[src/rtl/irq_enc8x3.sv]
// Eight-source interrupt cause encoder: latches request pulses, masks them and
// presents the highest-priority pending source as a held code with valid/ack.
module irq_enc8x3 #(
  parameter bit PRIO_HIGH = 1'b0
) (
  input  logic       clk_i,
  input  logic       reset_i,
  input  logic [7:0] req_i,
  input  logic [7:0] mask_i,
  input  logic       ack_i,
  output logic       valid_o,
  output logic [2:0] code_o,
  output logic [7:0] grant_o,
  output logic [7:0] pend_o
);

  typedef enum logic {
    IDLE = 1'b0,
    HOLD = 1'b1
  } state_e;

  state_e     state_q;
  logic       valid_q;
  logic [2:0] code_q;
  logic [7:0] pend_q;
  logic [7:0] pend_d;

  logic [7:0] elig;
  logic [7:0] clr;
  logic [2:0] sel_idx;
  logic       ack_acc;

  assign ack_acc = (state_q == HOLD) & ack_i;
  assign clr     = ack_acc ? (8'h01 << code_q) : 8'h00;
  // A new pulse on the acknowledged source outranks its clear.
  assign pend_d  = (pend_q & ~clr) | req_i;
  assign elig    = (pend_q | req_i) & mask_i;

  always_comb begin
    sel_idx = 3'd0;
    if (PRIO_HIGH) begin
      for (int i = 0; i < 8; i++) begin
        if (elig[i]) sel_idx = 3'(i);
      end
    end else begin
      for (int i = 7; i >= 0; i--) begin
        if (elig[i]) sel_idx = 3'(i);
      end
    end
  end

  always_ff @(posedge clk_i) begin
    if (reset_i) begin
      state_q <= IDLE;
      valid_q <= 1'b0;
      code_q  <= 3'd0;
      pend_q  <= 8'h00;
    end else begin
      pend_q <= pend_d;
      case (state_q)
        IDLE: begin
          if (|elig) begin
            code_q  <= sel_idx;
            valid_q <= 1'b1;
            state_q <= HOLD;
          end
        end
        HOLD: begin
          // Code stays frozen until acknowledged, even if its source is masked.
          if (ack_i) begin
            valid_q <= 1'b0;
            state_q <= IDLE;
          end
        end
        default: begin
          valid_q <= 1'b0;
          state_q <= IDLE;
        end
      endcase
    end
  end

  assign valid_o = valid_q;
  assign code_o  = code_q;
  assign pend_o  = pend_q;
  assign grant_o = valid_q ? (8'h01 << code_q) : 8'h00;

endmodule

[config.mk]
export PLATFORM = sky130hd
export DESIGN_NAME = irq_enc8x3
export DESIGN_NICKNAME = d
export VERILOG_FILES = /design/src/rtl/irq_enc8x3.sv
export SDC_FILE = /design/constraint.sdc
export NUM_CORES = 1
export LEC_CHECK = 0
export CAP_MARGIN = 20
export CORE_MARGIN = 4
export CORE_UTILIZATION = 40
export CTS_CLUSTER_SIZE = 10
export DETAILED_ROUTE_END_ITERATION = 10
export PLACE_DENSITY = 0.83
export SYNTH_ARGS = -nofsm -noshare
export SYNTH_HDL_FRONTEND = slang
export SYNTH_SLANG_ARGS = --single-unit
[constraint.sdc]
create_clock -name clk_i -period 2 [get_ports clk_i]
set_input_delay 0.4 -clock clk_i [delete_from_list [all_inputs] [get_ports clk_i]]
set_output_delay 0.4 -clock clk_i [all_outputs]
set_load 0.02 [all_outputs]
==> results.json, run 1 <==
{
  "rsz0062_at_grt": "false",
  "critPathBufInv": 1,
  "cts_tree": "yes",
  "p_leak_uw": 0.000515,
  "grt_usage_pct": 18.7,
  "core_mm2": 0.00158,
  "ioPinCount": 39,
  "crit_type": "register to output pin",
  "cts_hold_buf": 0,
  "die_w_um": 49.8,
  "crit_family": "buffers and inverters",
  "slowest_delay_ns": 0.61,
  "period_needed_ns": 1.91,
  "end_kind": "output pin",
  "synth_cell_types": 26,
  "whs_path_depth": 2,
  "cts_buffers": 3,
  "worst-path-stages": 3,
  "hold_viol": 0,
  "num_antenna_cells": 0,
  "max-clock-path-buffers": 2,
  "wire_per_inst_um": 15.0,
  "wl_um": 2220,
  "cts_sinks": 13,
  "hold_class": "register to register",
  "post_cts_buffers": 0,
  "yosys_warnings": 0,
  "grt_pass1_wl_um": 3620,
  "synth_area_um2": 698,
  "worstRegToRegCells": 4,
  "power_uw": 690,
  "grt_pass1_vias": 785,
  "synthCells": 90,
  "skew_ns": 0.00362,
  "cts-root-buf": "clkbuf_4",
  "die_h_um": 49.8,
  "htreeDepth": 1,
  "dp_hpwl_um": 1720,
  "mostFrequentLayoutCell": "clkdlybuf4s50_1",
  "start_util_pct": 44.3,
  "crit_required_ns": 1.60,
  "setup_tns_ns": 0,
  "gp_congestion": 0.782,
  "antenna_left": 0,
  "clk_latency_ns": 0.28,
  "fmaxAchievable_ghz": 0.524,
  "start_kind": "register",
  "dp.cells": 144,
  "die_area_mm2": 0.00248,
  "slew_viol_final": 0,
  "antenna_found_initial": 0,
  "nNetsFinal": 152,
  "drv_cap": 0,
  "outcome": "finished, final reports clean",
  "portBuffers": 38,
  "finalNonFillerCells": 148,
  "powerDensity_mw_per_mm2": 602,
  "cp_max_fo": 10,
  "grt_overflow": 0,
  "cp.arrival_ns": 1.51,
  "worst_pin_slew_ns": 0.330,
  "finalCritPeriodShare_pct": 95.4,
  "cts_resized": 4,
  "synthesis.nets": 109,
  "drcViolationCount": 0,
  "dr_total_vias": 825,
  "firstDrtPassIters": 4,
  "seq_area_frac_synth_pct": 37.3,
  "via_per_inst": 5.57,
  "holdWs_ns": 0.499,
  "setup_viol": 0,
  "drive_above_1_share_pct": 9.09,
  "clk_transition_reported_paths_ns": 0.08,
  "grt_max_degree": 11,
  "relSlewSlack_pct": 77.9,
  "drtIter0Drc": 25,
  "fp-row-count": 14,
  "critPathSlowestCell": "clkdlybuf4s50_1",
  "layout_common_cells": "31 x clkdlybuf4s50_1, 11 x dfxtp_1, 10 x a21oi_1, 9 x nand2_1",
  "area_growth_syn_to_layout_pct": 64.3,
  "path_cells": "nand2_1 > nor2_1 > clkdlybuf4s50_1",
  "fill_cells": 125,
  "syn_avg_cell_area_um2": 7.76,
  "vdd.ir_drop.worst_uv": 477,
  "ys_ff_latch": 13
}
-- cell usage after synthesis (all sizes together) --
cell type / count / area (µm²)
nand2b: 4 / 25.0
a21oi: 10 / 50.1
nand2: 9 / 33.8
nand4: 1 / 6.26
or4b: 1 / 10.0
clkbuf: 2 / 7.51
a221oi: 1 / 8.76
nand3: 1 / 5.00
nand4bb: 1 / 27.5
dfxtp: 13 / 260
a211oi: 2 / 15.0
nand3b: 1 / 7.51
a31oi: 1 / 6.26
a311o: 1 / 10.0
o221ai: 1 / 8.76
buf: 1 / 5.00
o21ai: 14 / 88.8
nor2: 8 / 30.0
o21a: 3 / 22.5
inv: 8 / 30.0
o211ai: 1 / 7.51
or3: 2 / 12.5
nor3: 4 / 20.0
-- cell families (layout without fill, tap and decap cells) --
kind of cell,after synthesis,in the layout,synth area share [%]
flops,13,13,37.3
simple gates,32,32,25.4
compound gates,34,34,31.2
buf+inv,11,53,6.09
-- state kept, by name (all words and copies together) (netlist names) --
name     cells
valid_o      1
state_q      1
code_o       3
pend_o       8
-- power breakdown --
part           leakage [µW]  switching (µW)  internal [µW]
clock network     0.0000150            89.3           77.4
logic              0.000391             105            111
registers          0.000109            27.0            281
-- area by class of cell --
cell class	count	area (µm²)	area share (%)
well taps	16	20.0	1.74
inverters	8	30.0	2.62
repair buffers	41	413	36.0
multi-input cells	66	395	34.5
clock buffers	4	26.3	2.29
flip-flops and latches	13	263	22.9
-- final timing paths --
| check | slack [ns] | end | startpoint |
|---|---|---|---|
| max | 0.09 | grant_o[7] | code_o[1]$_SDFFE_PP0P_ |
| min | 0.50 | valid_o$_SDFFE_PP0P_ | valid_o$_SDFFE_PP0P_ |
| max reg2reg | 0.58 | code_o[0]$_SDFFE_PP0P_ | pend_o[1]$_SDFF_PP0_ |
| min reg2reg | 0.50 | valid_o$_SDFFE_PP0P_ | valid_o$_SDFFE_PP0P_ |
-- worst register-to-register path, cell delays in order (launching register included) --
cell       delay [ns]
dfxtp_1          0.33
o21a_1           0.21
nand4bb_4        0.26
or4b_1           0.48
o221ai_1         0.07
-- per-layer routing --
layer / wire, µm / vias up / share of wire, % / GRT usage (%)
met5: 0 / - / 0 / 0
met4: 27 / 0 / 1.2 / 5.53
met3: 228 / 2 / 10 / 6.33
met2: 1110 / 50 / 50 / 31.9
met1: 848 / 369 / 38 / 21.9
li1: - / 404 / - / -
-- metrics by stage --
stage | area [µm²] | setup WS, ns | utilization [%]
floorplan | 698 | 0.455 | -
global placement | 1110 | 0.0865 | 70.3
detailed placement | 1110 | 0.0516 | 70.3
CTS | 1130 | 0.00412 | 72.0
global route | 1150 | 0.0160 | 72.8
finish | 1150 | 0.0917 | 72.8
No activity file was read; power rests on OpenSTA's default activity.
==> run 2: changes to the inputs <==
--- a/config.mk
+++ b/config.mk
@@ -6,7 +6,6 @@
 export NUM_CORES = 1
 export LEC_CHECK = 0
 export CAP_MARGIN = 20
-export CORE_MARGIN = 4
 export CORE_UTILIZATION = 40
 export CTS_CLUSTER_SIZE = 10
 export DETAILED_ROUTE_END_ITERATION = 10
==> results.json, run 2 (same netlist as run 1, synthesis figures left out) <==
{
  "num_antenna_cells": 0,
  "largest_reg_flops": 8,
  "vdd.ir_drop.worst_uv": 516,
  "start_util_pct": 44.3,
  "setup_slack_ns": 0.103,
  "wl_um": 2240,
  "cts-root-buf": "clkbuf_4",
  "rsz0062_at_grt": "false",
  "grt_usage_pct": 25.3,
  "power.switching_uw": 223,
  "via_per_inst": 5.58,
  "setup_viol": 0,
  "cp.arrival_ns": 1.50,
  "crit_start": "code_o[1]$_SDFFE_PP0P_",
  "antenna_left": 0,
  "relSlewSlack_pct": 80.2,
  "dr_total_vias": 837,
  "clk_transition_reported_paths_ns": 0.08,
  "slew_viol_final": 0,
  "grt_pass1_wl_um": 3640,
  "drtIter0Drc": 33,
  "gp_congestion": 0.867,
  "crit_type": "register to output pin",
  "die_h_um": 43.8,
  "drcViolationCount": 2,
  "wire_per_inst_um": 15.0,
  "fmaxAchievable_ghz": 0.527,
  "cts_buffers": 3,
  "p_clk_share_pct": 24.2,
  "max-clock-path-buffers": 2,
  "cts_tree": "yes",
  "p_comb_share_pct": 31.5,
  "ioPinCount": 39,
  "p_leak_uw": 0.000551,
  "period_needed_ns": 1.90,
  "dp_hpwl_um": 1620,
  "grt_overflow": 0,
  "fill_cells": 121,
  "violations": "DRC",
  "layout_common_cells": "31 x clkdlybuf4s50_1, 11 x dfxtp_1, 10 x a21oi_1, 9 x nand2_1",
  "drv_cap": 0,
  "htreeDepth": 1,
  "die_area_mm2": 0.00192,
  "fp-row-count": 14,
  "hold_class": "register to register",
  "intPower_uw": 472,
  "start_kind": "register",
  "swShare_pct": 32.1,
  "grt_max_degree": 11,
  "powerDensity_mw_per_mm2": 595,
  "firstDrtPassIters": 7,
  "multi_input_area_um2": 395,
  "min_from": "valid_o$_SDFFE_PP0P_",
  "drive_above_1_share_pct": 10.4,
  "power_uw": 696,
  "worst_pin_slew_ns": 0.297,
  "antenna_found_initial": 0,
  "utilization_pct": 74.2,
  "grt_pass1_vias": 793,
  "end_kind": "output pin",
  "setup_tns_ns": 0,
  "dpl_worst_slack_ns": 0.0543,
  "clk_latency_ns": 0.28,
  "rr_startpoint": "pend_o[3]$_SDFF_PP0_",
  "cp_max_fo": 10,
  "portBuffers": 38,
  "crit_required_ns": 1.60,
  "post_cts_buffers": 0,
  "p_seq_share_pct": 44.2,
  "finalCritPeriodShare_pct": 94.9,
  "cts_sinks": 13,
  "holdWs_ns": 0.493,
  "final-seq-area_um2": 263,
  "skew_ns": 0.00271,
  "mostFrequentLayoutCell": "clkdlybuf4s50_1",
  "nNetsFinal": 154,
  "die_w_um": 43.8,
  "area_growth_syn_to_layout_pct": 67.6,
  "hold_viol": 0,
  "core_mm2": 0.00158,
  "outcome": "finished, violations left"
}
[run 2: final cells by class]
cell class	instances	area share, %
tap	16	1.71
clock buffer	4	2.25
timing repair buffer	43	37.2
multi-input combinational	66	33.8
sequential	13	22.5
inverter	8	2.57
[run 2: stage by stage]
stage	std cells	instance area, µm²
2_1_floorplan	90	698
4_1_cts	150	1150
3_5_place_dp	146	1120
6_report	150	1170
5_1_grt	150	1170
3_3_place_gp	146	1120
[run 2: repair_timing]
item	in CTS	in global routing
resized for setup	2	7
hold buffers	0	0
hold endpoints to repair	0	0
endpoints found under the setup margin	6	7
[run 2: worst paths after layout]
path                                                to  slack [ns]  cells after the start
worst max register to register  code_o[0]$_SDFFE_PP0P_        0.53                      4
worst min-delay path              valid_o$_SDFFE_PP0P_        0.49                      2
worst min register to register    valid_o$_SDFFE_PP0P_        0.49                      2
worst max-delay path                        grant_o[7]        0.10                      3
[run 2: layer usage]
metal	track usage [%]	wire [µm]	vias to the layer above
met2	43.0	1120	47
met3	3.75	201	2
li1	-	-	407
met4	7.50	19	0
met1	32.9	898	381
met5	0	0	-
[run 2: worst max-delay path: stages (launching register included)]
cell and delay [ns]:
dfxtp_2 0.43, nand2_1 0.09, nor2_1 0.09, clkdlybuf4s50_1 0.60
[run 2: power groups by stage]
stage / Combinational (µW) / Sequential [µW] / Clock (µW)
2_1_floorplan: 86.0 / 327 / 0
3_3_place_gp: 214 / 311 / 0
3_5_place_dp: 217 / 312 / 0
4_1_cts: 218 / 308 / 168
5_1_grt: 238 / 311 / 182
6_report: 219 / 308 / 168
==> run 3: changes to the inputs <==
--- a/config.mk
+++ b/config.mk
@@ -9,7 +9,9 @@
 export CORE_UTILIZATION = 40
 export CTS_CLUSTER_SIZE = 10
 export DETAILED_ROUTE_END_ITERATION = 10
+export GPL_TIMING_DRIVEN = 0
 export PLACE_DENSITY = 0.83
+export SLEW_MARGIN = 10
 export SYNTH_ARGS = -nofsm -noshare
 export SYNTH_HDL_FRONTEND = slang
 export SYNTH_SLANG_ARGS = --single-unit
==> results.json, run 3 (same netlist as run 1, synthesis figures left out) <==
{
  "p_comb_share_pct": 31.3,
  "setup_tns_ns": 0,
  "setup_slack_ns": 0.185,
  "grt_pass1_vias": 736,
  "cts_hold_buf": 0,
  "antenna_left": 0,
  "dr_total_vias": 837,
  "power.switching_uw": 215,
  "vdd.ir_drop.worst_uv": 554,
  "largest_reg_flops": 8,
  "cp.arrival_ns": 1.41,
  "p_leak_uw": 0.000501,
  "path_cells": "buf_2 > nand2b_1 > nor2_1 > dlygate4sd2_1",
  "num_antenna_cells": 0,
  "drcViolationCount": 2,
  "powerDensity_mw_per_mm2": 601,
  "wire_per_inst_um": 13.7,
  "start_kind": "register",
  "die_area_mm2": 0.00192,
  "clk_transition_reported_paths_ns": 0.08,
  "via_per_inst": 5.66,
  "gp_congestion": 0.856,
  "fmaxAchievable_ghz": 0.551,
  "grt_usage_pct": 23.5,
  "fp-row-count": 14,
  "intPower_uw": 465,
  "max-clock-path-buffers": 2,
  "cp_max_fo": 9,
  "crit_required_ns": 1.60,
  "nNetsFinal": 152,
  "crit_type": "register to output pin",
  "wl_um": 2020,
  "grt_max_degree": 11,
  "skew_ns": 0.00588,
  "cts_resized": 6,
  "period_needed_ns": 1.81,
  "grt_pass1_wl_um": 3300,
  "htreeDepth": 1,
  "dpl_worst_slack_ns": 0.0308,
  "worst_pin_slew_ns": 0.462,
  "post_cts_buffers": 0,
  "drive_above_1_share_pct": 7.58,
  "relSlewSlack_pct": 69.2,
  "critPathSlowestCell": "dlygate4sd2_1",
  "power_uw": 680,
  "violations": "DRC",
  "drtIter0Drc": 19,
  "core_mm2": 0.00158,
  "fill_cells": 139,
  "fin_area_mm2": 0.00113,
  "p_clk_share_pct": 24.2,
  "setup_viol": 0,
  "whs_path_depth": 2,
  "dp_hpwl_um": 1540,
  "portBuffers": 38,
  "area_growth_syn_to_layout_pct": 62.2,
  "antenna_found_initial": 0,
  "outcome": "finished, violations left",
  "hold_class": "register to register",
  "place_area_mm2": 0.00110,
  "rsz0062_at_grt": "false",
  "die_w_um": 43.8,
  "firstDrtPassIters": 7,
  "worstRegToRegCells": 5,
  "drv_cap": 0,
  "ioPinCount": 39,
  "hold_viol": 0,
  "cts_buffers": 3,
  "finalCritPeriodShare_pct": 90.7,
  "grt_overflow": 0,
  "slew_viol_final": 0,
  "clk_latency_ns": 0.28,
  "cts-root-buf": "clkbuf_4",
  "layout_common_cells": "30 x clkdlybuf4s50_1, 11 x dfxtp_1, 10 x a21oi_1, 9 x nand2_1",
  "swShare_pct": 31.6,
  "mostFrequentLayoutCell": "clkdlybuf4s50_1",
  "start_util_pct": 44.3,
  "p_seq_share_pct": 44.4,
  "slowest_delay_ns": 0.35,
  "cts_sinks": 13,
  "cts_tree": "yes",
  "die_h_um": 43.8,
  "end_kind": "output pin"
}
## run 3: cell types whose count changed in the layout (fill, tap and decap cells not counted), sizes merged
| cell | change |
|---|---|
| buf | -4 |
| dlygate4sd2 | +4 |
| dlymetal6s2s | -3 |
| clkbuf | +2 |
| clkdlybuf4s50 | -1 |
## run 3: layout make-up
class / instances / area (µm²) / share of cell area (%)
Multi-Input combinational cell: 66 / 395 / 34.9
Timing Repair Buffer: 38 / 385 / 34.0
Inverter: 8 / 30.0 / 2.65
Tap cell: 16 / 20.0 / 1.77
Sequential cell: 13 / 263 / 23.2
Clock buffer: 4 / 26.3 / 2.32
Buffer: 3 / 12.5 / 1.10
## run 3: path summary, 6_finish.rpt
| kind | from | end | slack (ns) |
|---|---|---|---|
| worst max-delay path | code_o[0]$_SDFFE_PP0P_ | grant_o[2] | 0.19 |
| worst min-delay path | valid_o$_SDFFE_PP0P_ | valid_o$_SDFFE_PP0P_ | 0.50 |
| worst max register to register | state_q$_SDFF_PP0_ | pend_o[1]$_SDFF_PP0_ | 0.52 |
| worst min register to register | valid_o$_SDFFE_PP0P_ | valid_o$_SDFFE_PP0P_ | 0.50 |
## run 3: power groups by stage
stage	clock (µW)	combinational, µW	sequential [µW]
finish	165	213	302
global route	179	231	306
CTS	171	213	302
detailed placement	0	215	308
global placement	0	212	307
floorplan	0	86.0	327
## run 3: layer usage
metal	vias up	part of all wire [%]	wire (µm)	GRT usage [%]
met2	32	49	994	36.4
met4	0	1.5	31	8.75
met3	7	7.4	150	6.67
li1	405	-	-	-
met1	393	42	847	30.7
met5	-	0	0	0
## run 3: metrics by stage
step                utilization [%]  std cells  hold WS [ns]
floorplan                         -         90         0.478
CTS                            71.2        148         0.497
detailed placement             69.7        144         0.486
global placement               69.7        144         0.479
global route                   71.8        148         0.541
finish                         71.8        148         0.498
## run 3: worst max-delay path, delay by kind of cell, from the launching register on
kind | cells | cell delay [ns]
buffers and inverters | 2 | 0.51
DFF | 1 | 0.31
and+or+nand+nor | 2 | 0.31
